**src/rtl/uart_pkg.sv**
```systemverilog
// Shared UART definitions: FSM state encoding, word-length codes and code-to-bit-count mapping.
// Kept separate so the matching receiver decodes frames with identical encodings.
package uart_pkg;

    typedef enum logic [2:0] {
        IDLE,
        START,
        DATA,
        PARITY,
        STOP1,
        STOP2
    } uart_state_t;

    typedef enum logic [1:0] {
        WL_5BIT = 2'b00,
        WL_6BIT = 2'b01,
        WL_7BIT = 2'b10,
        WL_8BIT = 2'b11
    } word_len_t;

    function automatic logic [3:0] word_bits(input word_len_t wl);
        logic [3:0] n;
        case (wl)
            WL_5BIT: n = 4'd5;
            WL_6BIT: n = 4'd6;
            WL_7BIT: n = 4'd7;
            default: n = 4'd8;
        endcase
        return n;
    endfunction

endpackage

```
**src/rtl/uart_baud_gen.sv**
```systemverilog
// Bit-period timer: tick is a one-cycle strobe every CLKS_PER_BIT enabled cycles, zero latency.
// No backpressure; the count restarts from zero whenever enable drops.
module uart_baud_gen #(
    parameter int CLKS_PER_BIT = 10
) (
    input  logic clk,
    input  logic rst,
    input  logic enable,
    output logic tick
);

    localparam int CNT_W = (CLKS_PER_BIT > 1) ? $clog2(CLKS_PER_BIT) : 1;
    localparam logic [CNT_W-1:0] LAST = CNT_W'(CLKS_PER_BIT - 1);

    logic [CNT_W-1:0] cnt;

    assign tick = enable && (cnt == LAST);

    always_ff @(posedge clk) begin
        if (rst || !enable || tick) begin
            cnt <= '0;
        end else begin
            cnt <= cnt + 1'b1;
        end
    end

endmodule

```
**src/rtl/uart_transmitter.sv**
```systemverilog
// UART transmitter: start bit on tx the cycle after tx_valid&&tx_ready, tx_done as the line returns to idle.
// Accepts only in IDLE (tx_ready); tx_valid while busy is dropped, nothing is queued.
module uart_transmitter
    import uart_pkg::*;
#(
    parameter int DATA_WIDTH = 8,
    parameter int CLK_FREQ   = 100_000_000,
    parameter int BAUD_RATE  = 9600
) (
    input  logic                  clk,
    input  logic                  rst,
    input  logic [DATA_WIDTH-1:0] tx_data,
    input  logic                  tx_valid,
    output logic                  tx_ready,
    input  logic                  parity_en,
    input  logic                  two_stop_bits,
    input  logic [1:0]            word_length,
    output logic                  tx,
    output logic                  tx_busy,
    output logic                  tx_done
);

    localparam int CLKS_PER_BIT = CLK_FREQ / BAUD_RATE;

    uart_state_t           state, state_nxt;
    logic [DATA_WIDTH-1:0] shreg;
    logic [2:0]            bit_cnt, bit_cnt_nxt;
    logic [2:0]            last_bit;
    word_len_t             wl_q;
    logic                  par_en_q, two_stop_q, parity_q;
    logic                  tx_nxt, done_nxt, load, shift;
    logic                  baud_en, baud_tick, par_in;

    assign tx_ready = (state == IDLE);
    assign tx_busy  = ~tx_ready;
    assign baud_en  = (state != IDLE);
    assign last_bit = 3'(word_bits(wl_q) - 4'd1);

    uart_baud_gen #(
        .CLKS_PER_BIT(CLKS_PER_BIT)
    ) u_baud_gen (
        .clk    (clk),
        .rst    (rst),
        .enable (baud_en),
        .tick   (baud_tick)
    );

    // Parity is taken over the selected word length only, at acceptance time.
    always_comb begin
        par_in = 1'b0;
        for (int i = 0; i < DATA_WIDTH; i++) begin
            if (i < int'(word_bits(word_len_t'(word_length)))) begin
                par_in = par_in ^ tx_data[i];
            end
        end
    end

    always_comb begin
        state_nxt   = state;
        tx_nxt      = tx;
        done_nxt    = 1'b0;
        load        = 1'b0;
        shift       = 1'b0;
        bit_cnt_nxt = bit_cnt;
        case (state)
            IDLE: begin
                tx_nxt = 1'b1;
                if (tx_valid) begin
                    state_nxt   = START;
                    tx_nxt      = 1'b0;
                    load        = 1'b1;
                    bit_cnt_nxt = '0;
                end
            end
            START: begin
                if (baud_tick) begin
                    state_nxt = DATA;
                    tx_nxt    = shreg[0];
                end
            end
            DATA: begin
                if (baud_tick) begin
                    if (bit_cnt == last_bit) begin
                        state_nxt = par_en_q ? PARITY : STOP1;
                        tx_nxt    = par_en_q ? parity_q : 1'b1;
                    end else begin
                        bit_cnt_nxt = bit_cnt + 3'd1;
                        shift       = 1'b1;
                        tx_nxt      = shreg[1];
                    end
                end
            end
            PARITY: begin
                if (baud_tick) begin
                    state_nxt = STOP1;
                    tx_nxt    = 1'b1;
                end
            end
            STOP1: begin
                if (baud_tick) begin
                    state_nxt = two_stop_q ? STOP2 : IDLE;
                    done_nxt  = ~two_stop_q;
                    tx_nxt    = 1'b1;
                end
            end
            STOP2: begin
                if (baud_tick) begin
                    state_nxt = IDLE;
                    done_nxt  = 1'b1;
                    tx_nxt    = 1'b1;
                end
            end
            default: begin
                state_nxt = IDLE;
                tx_nxt    = 1'b1;
            end
        endcase
    end

    always_ff @(posedge clk) begin
        if (rst) begin
            state      <= IDLE;
            tx         <= 1'b1;
            tx_done    <= 1'b0;
            bit_cnt    <= '0;
            shreg      <= '0;
            wl_q       <= WL_8BIT;
            par_en_q   <= 1'b0;
            two_stop_q <= 1'b0;
            parity_q   <= 1'b0;
        end else begin
            state   <= state_nxt;
            tx      <= tx_nxt;
            tx_done <= done_nxt;
            bit_cnt <= bit_cnt_nxt;
            if (load) begin
                shreg      <= tx_data;
                wl_q       <= word_len_t'(word_length);
                par_en_q   <= parity_en;
                two_stop_q <= two_stop_bits;
                parity_q   <= par_in;
            end else if (shift) begin
                shreg <= shreg >> 1;
            end
        end
    end

endmodule

```
**config.mk**
```make
export PLATFORM = sky130hd
export DESIGN_NAME = uart_transmitter
export DESIGN_NICKNAME = d
export VERILOG_FILES = /design/src/rtl/uart_pkg.sv /design/src/rtl/uart_baud_gen.sv /design/src/rtl/uart_transmitter.sv
export SDC_FILE = /design/constraint.sdc
export NUM_CORES = 1
export LEC_CHECK = 0
export CORE_MARGIN = 2
export CORE_UTILIZATION = 35
export CTS_BUF_LIST = sky130_fd_sc_hd__clkbuf_16
export CTS_CLUSTER_SIZE = 16
export DETAILED_ROUTE_END_ITERATION = 16
export DONT_BUFFER_PORTS = 1
export GPL_TIMING_DRIVEN = 0
export SLEW_MARGIN = 20
export SYNTH_ARGS = -nofsm -noshare
export SYNTH_HDL_FRONTEND = slang
export SYNTH_SLANG_ARGS = --single-unit
```
**constraint.sdc**
```tcl
create_clock -name clk -period 2 [get_ports clk]
set_input_delay 0.4 -clock clk [delete_from_list [all_inputs] [get_ports clk]]
set_output_delay 0.4 -clock clk [all_outputs]
set_load 0.02 [all_outputs]
```
Yosys cells after proc, flatten, opt, wreduce, memory -nomap -nowiden
Index checks and enable logic that the tools add are counted.
Word-level totals
  bits in registers: 35
  output and inout port bits: 4
  bits of input ports: 15
  logic and storage cells: 105
Cells by class
  mux-type cells: 41
  eq/ne operators: 20
  order comparisons: 8
  bitwise logic cells: 9
  reductions and logical operators: 14
  add/subtract/negate cells: 3
Operators with widths (number)
  $mux 3: 12
  $mux 1: 21
  $pmux 3 s6: 1
  $lt 3x4->1 const A: 4
  $mux 8: 2
  $add 14x1->14 const B: 1
  $eq 14x14->1 const B: 1
  $ne 2x1->1 const B: 6
  $pmux 4 s3: 1
  $pmux 3 s3: 1
  $lt 1x4->1 const A: 2
  $lt 2x4->1 const A: 2
  $reduce_and 7->1: 1
  $xor 1x1->1: 7
  $eq 3x2->1 const B: 2
  $eq 3x3->1 const B: 2
  $ne 2x2->1 const B: 3
  $pmux 3 s2: 1
  $eq 2x1->1 const B: 2
  $eq 2x2->1 const B: 2
  $logic_not 2->1: 2
  $pmux 1 s4: 1
  $reduce_and 4->1: 1
  $reduce_bool 2->1: 2
  13 further kinds: 15

Logic depth before layout (Yosys ltp)
Gate-level depths: netlist of the first run.
  depth in word-level cells: 18
  depth in mapped cells: 8
  gate-level depth less buffers: 7

Cells and area by module
A second synthesis of the first run with hierarchy kept.
Unflattened totals
  cells, all modules: 219
  area, all modules: 1874.3 um^2
By module, submodules not included
  uart_transmitter: instances 1, area an instance 1199.9 um^2, sequential area each 420.4 um^2, cells each 150
  uart_baud_gen: instances 1, area an instance 674.4 um^2, sequential area each 280.3 um^2, cells each 69

Worst setup path before layout of the first run
OpenSTA, ideal clock, no wires.
  kind: flip-flop to flip-flop
  start point: register wl_q[0]
  end point: register state[1]
  clock period less this slack: 2021 ps
  cell stages (with the launch flop): 8
  slack: -21 ps
  data required time: 1877 ps
  buffers on the path: 0
  arrival: 1898 ps
  setup time: 123 ps
  cells stage by stage: dfxtp_1 inv_1 ha_1 or3b_1 mux2i_2 a21oi_1 nor3_1 mux2_1
On the way
  word-level cells in the longest chain between the ends: 6
  elaborated cells on any way between the ends: 8
  classes of those cells: add/sub (1); eq/ne (4); mux (1); reduce/logical (2)
Ends and longest elaborated chain
  from (decl): RTL line uart_transmitter.sv:29  | word_len_t wl_q;
  from (signal assigned): RTL line uart_transmitter.sv:138  | wl_q <= word_len_t'(word_length);
  $eq 2x2->1 (tied with other cells): RTL line uart_pkg.sv:23  | case (wl)
  $pmux 3 s3 (*): RTL line uart_pkg.sv:23
  $sub 3x1->3 (*): RTL line uart_transmitter.sv:37  | assign last_bit = 3'(word_bits(wl_q) - 4'd1);
  $eq 3x3->1 (*): RTL line uart_transmitter.sv:83  | if (bit_cnt == last_bit) begin
  $ne 2x2->1 (no source line) (*)
  $reduce_and 7->1 (no source line) (*)
  to (signal assigned): RTL line uart_transmitter.sv:132  | state <= state_nxt;
  to (decl): RTL line uart_transmitter.sv:25  | uart_state_t state, state_nxt;
Mark *: on every way between the ends. The rest lies on a longest branch, timed or not.
A chain may end at the register's enable or synchronous reset.

Final worst setup path of the first run
  start point: register wl_q[0]
  end point: register state[0]
The elaborated chain is that of the path after synthesis.

==> flow_metrics.env, run 1 <==
export IMPL_synth_top_area_share_pct=39.00
export IMPL_clk_latency_ns=0.28
export IMPL_place_hpwl_um=2531
export IMPL_avgViaCountPerCell=5.043
export IMPL_use_met1_pct=19.35
export IMPL_worst_hold_slack_ns=0.2406
export IMPL_io_pins=19
export IMPL_die_h_um=75.65
export IMPL_max_cap_violations=0
export IMPL_crit_path_start_kind="flop"
export IMPL_ys_ff_latch=35
export IMPL_fmax_mhz=500.6
export IMPL_drt_drc_violations_left=0
export IMPL_vdd_drop_max_uv=522.0
export IMPL_startpoint="wl_q[0]"
export IMPL_final_nets=229
export IMPL_placed_area_sq_um=1886
export IMPL_crit_chain="inv_2, ha_1, or3b_4, mux2i_4, a21oi_2, or4_4, a21oi_2"
export IMPL_design_area_sq_um=2195
export IMPL_coreArea_sq_um=5042
export IMPL_cts_sinks=35
export IMPL_hold_path_class="input port to flop"
export IMPL_clockRootBuffer="clkbuf_16"
export IMPL_via_count=1417
export IMPL_synthCells=199
export IMPL_leakage_nw=0.7865
export IMPL_busiest_layer="met2"
export IMPL_status="complete, no violations"
export IMPL_yosys_top_cells_area="dfxtp_1, nor2_1, mux2i_1"
export IMPL_crit_fanout=3
export IMPL_cts_buffers_inserted=5
export IMPL_dp_slack_ns=-0.2536
export IMPL_yosysMostFrequentCell="dfxtp_1"
export IMPL_dominantRegCellSynth="dfxtp_1"
export IMPL_synth_cell_types=45
export IMPL_path_class="flop to flop"
export IMPL_antenna_left=0
export IMPL_power_combinational_fraction_pct=28.0
export IMPL_switching_power_w=0.0007007
export IMPL_crit_top_cell="a21oi_2"
export IMPL_r2r_start="wl_q[0]"
export IMPL_synth_commonest_cells="dfxtp_1, nor2_1, nand2_1"
export IMPL_crit_required_ns=2.21
export IMPL_grt_max_degree=12
export IMPL_rows=26
export IMPL_p_per_area_nw_per_um2=1001
export IMPL_avgSynthCellArea_sq_um=9.029
export IMPL_gr_total_overflow=0
export IMPL_slew_headroom_pct=61.28
export IMPL_finalClockSkew_ns=0.004220
export IMPL_use_met2_pct=19.42
export IMPL_setup_violations_final=0
export IMPL_power_frac_seq_pct=38.9
export IMPL_synth_warnings=0
export IMPL_wl_per_cell_um=12.89
export IMPL_holdCritStartpoint="word_length[1]"
export IMPL_dr_pass1_iters=4
export IMPL_diodes=0
export IMPL_track_usage_pct=13.78
export IMPL_antenna_found_initial=0
export IMPL_max_stage_delay_ns=0.52
export IMPL_yosysTopAreaCell="dfxtp_1"
export IMPL_p_int_w=0.001497
export IMPL_tightestPinTransition_ns=0.5790
export IMPL_grt_pass1_wl_um=5871
export IMPL_syn_to_final_growth_pct=22.14
export IMPL_dieArea_sq_um=5723
export IMPL_drt_iter0_drc=54
export IMPL_gp_congestion=0.7940
export IMPL_syn_cell_area_sq_um=1797
export IMPL_period_share_pct=99.88
export IMPL_hold_viol=0
export IMPL_grt_setup_unrepaired="yes"
export IMPL_clockPowerShare_pct=33.2
export IMPL_cp_slowest_cell="or4_4"
export IMPL_die_w_um=75.65
export IMPL_clk_pin_slew_ns=0.05
export IMPL_critical_path_endpoint_type="flop"
export IMPL_async_flop_share_pct=0
export IMPL_fillers=512
export IMPL_fin_crit_ns=1.998
export IMPL_start_util_pct=35.63
export IMPL_synth_seq_area_share_pct=39.00
export IMPL_grt_pass1_vias=1259
export IMPL_synth_net_count=218
export IMPL_slew_viol_final=0
export IMPL_worstPathArrival_ns=2.21
export IMPL_cts_max_path_buffers=2
export IMPL_wl_um=3622
export IMPL_fin_ws_ns=0.002361
export IMPL_port_buffers=0
export IMPL_cts_tree="done"
export IMPL_swShare_pct=31.88
export IMPL_synth_edf_count=0
export IMPL_cts_hold_fix_buffers=0
export IMPL_h_tree_depth=2
export IMPL_grtUsageMet3_pct=3.571
export IMPL_drive_gt1_share_pct=22.27
-- per-stage QoR --
stage | power (W) | util, % | setup TNS (ns) | instances
global placement | 0.001359 | 37.39 | -1.585 | 269
CTS | 0.002147 | 41.84 | 0 | 282
floorplan | 0.001261 | - | -0.07361 | 199
detailed placement | 0.001366 | 37.39 | -1.633 | 269
global route | 0.002314 | 43.52 | -0.6091 | 281
finish | 0.002198 | 43.52 | 0 | 281
-- per-layer routing --
metal	vias up	wire [um]
met5	-	0
met4	0	69
li1	725	-
met1	654	1846
met2	31	1535
met3	7	170
-- state kept, by name, summed over array words and instances, names as in the netlist --
name and count:
bit_cnt 3, state 3, parity_q 1, u_baud_gen.cnt 14, tx_done 1, two_stop_q 1, par_en_q 1, wl_q 2
shreg 8, tx 1
-- what timing repair did --
action,in CTS,in global routing
resized for setup,11,22
pin swaps,4,12
setup buffers,5,0
endpoints found under the setup margin,16,28
gates cloned,1,0
-- critical path: cells and delay by family, from the launching register on --
family	cells	cell delay, ns
buf+inv	1	0.05
simple gates	2	0.90
compound gates	2	0.24
mux	1	0.22
fa+ha+maj	1	0.21
flops	1	0.32
-- logic make-up (layout without fill, tap and decap cells) --
group / Yosys count / count (layout) / synth area share [%]
simple gates: 85 / 85 / 25.49
compound gates: 35 / 35 / 13.37
flops: 35 / 35 / 39.00
xor+xnor: 16 / 16 / 8.566
mux: 12 / 12 / 7.033
buf+inv: 12 / 24 / 3.760
fa+ha+maj: 4 / 4 / 2.786
-- final timing paths --
kind | endpoint | slack [ns] | depth (start not counted)
min | wl_q[1] | 0.24 | 1
max reg2reg | state[0] | 0.002 | 7
max | state[0] | 0.002 | 7
min reg2reg | parity_q | 0.45 | 2
-- power groups by stage --
| stage | clock network (W) | registers, W | logic (W) |
|---|---|---|---|
| after CTS | 0.000737 | 0.000846 | 0.000564 |
| after floorplan | 0 | 0.000845 | 0.000416 |
| after detailed placement | 0 | 0.000859 | 0.000507 |
| final | 0.000729 | 0.000854 | 0.000615 |
| after global routing | 0.000768 | 0.000864 | 0.000682 |
| after global placement | 0 | 0.000860 | 0.000500 |
-- cell usage in the layout (no fill, tap or decap), drive strengths merged, types with 2 or more instances in the layout --
| master | n |
|---|---|
| buf | 9 |
| a211oi | 7 |
| ha | 4 |
| nor3b | 2 |
| or3 | 3 |
| mux2 | 2 |
| a211o | 2 |
| and4 | 2 |
| inv | 5 |
| mux2i | 10 |
| clkbuf | 9 |
| nor2 | 25 |
| and2 | 2 |
| a21boi | 2 |
| nand3b | 2 |
| nand4 | 5 |
| nor3 | 7 |
| nand3 | 3 |
| nand2 | 17 |
| xnor2 | 6 |
| dfxtp | 35 |
| or3b | 2 |
| o21ai | 5 |
| a21oi | 14 |
| and3 | 3 |
| nor2b | 5 |
| xor2 | 9 |
-- final cells by class --
type / instances / area (sq um) / area share, %
repair buffers: 6 / 45.04 / 2.052
inverters: 3 / 11.26 / 0.5131
flip-flops and latches: 35 / 706.9 / 32.21
well taps: 70 / 87.58 / 3.991
clock inverters: 3 / 12.51 / 0.5701
plain buffers: 7 / 50.05 / 2.281
clock buffers: 5 / 125.1 / 5.701
multi-input cells: 152 / 1156 / 52.68
Note: power is estimated with default switching activity, not from simulation.
==> run 2: changes to the inputs <==
SLEW_MARGIN = 10   (was 20)
==> results of run 2 <==
No change in the layout: final DEF, timing and power equal those of run 1.
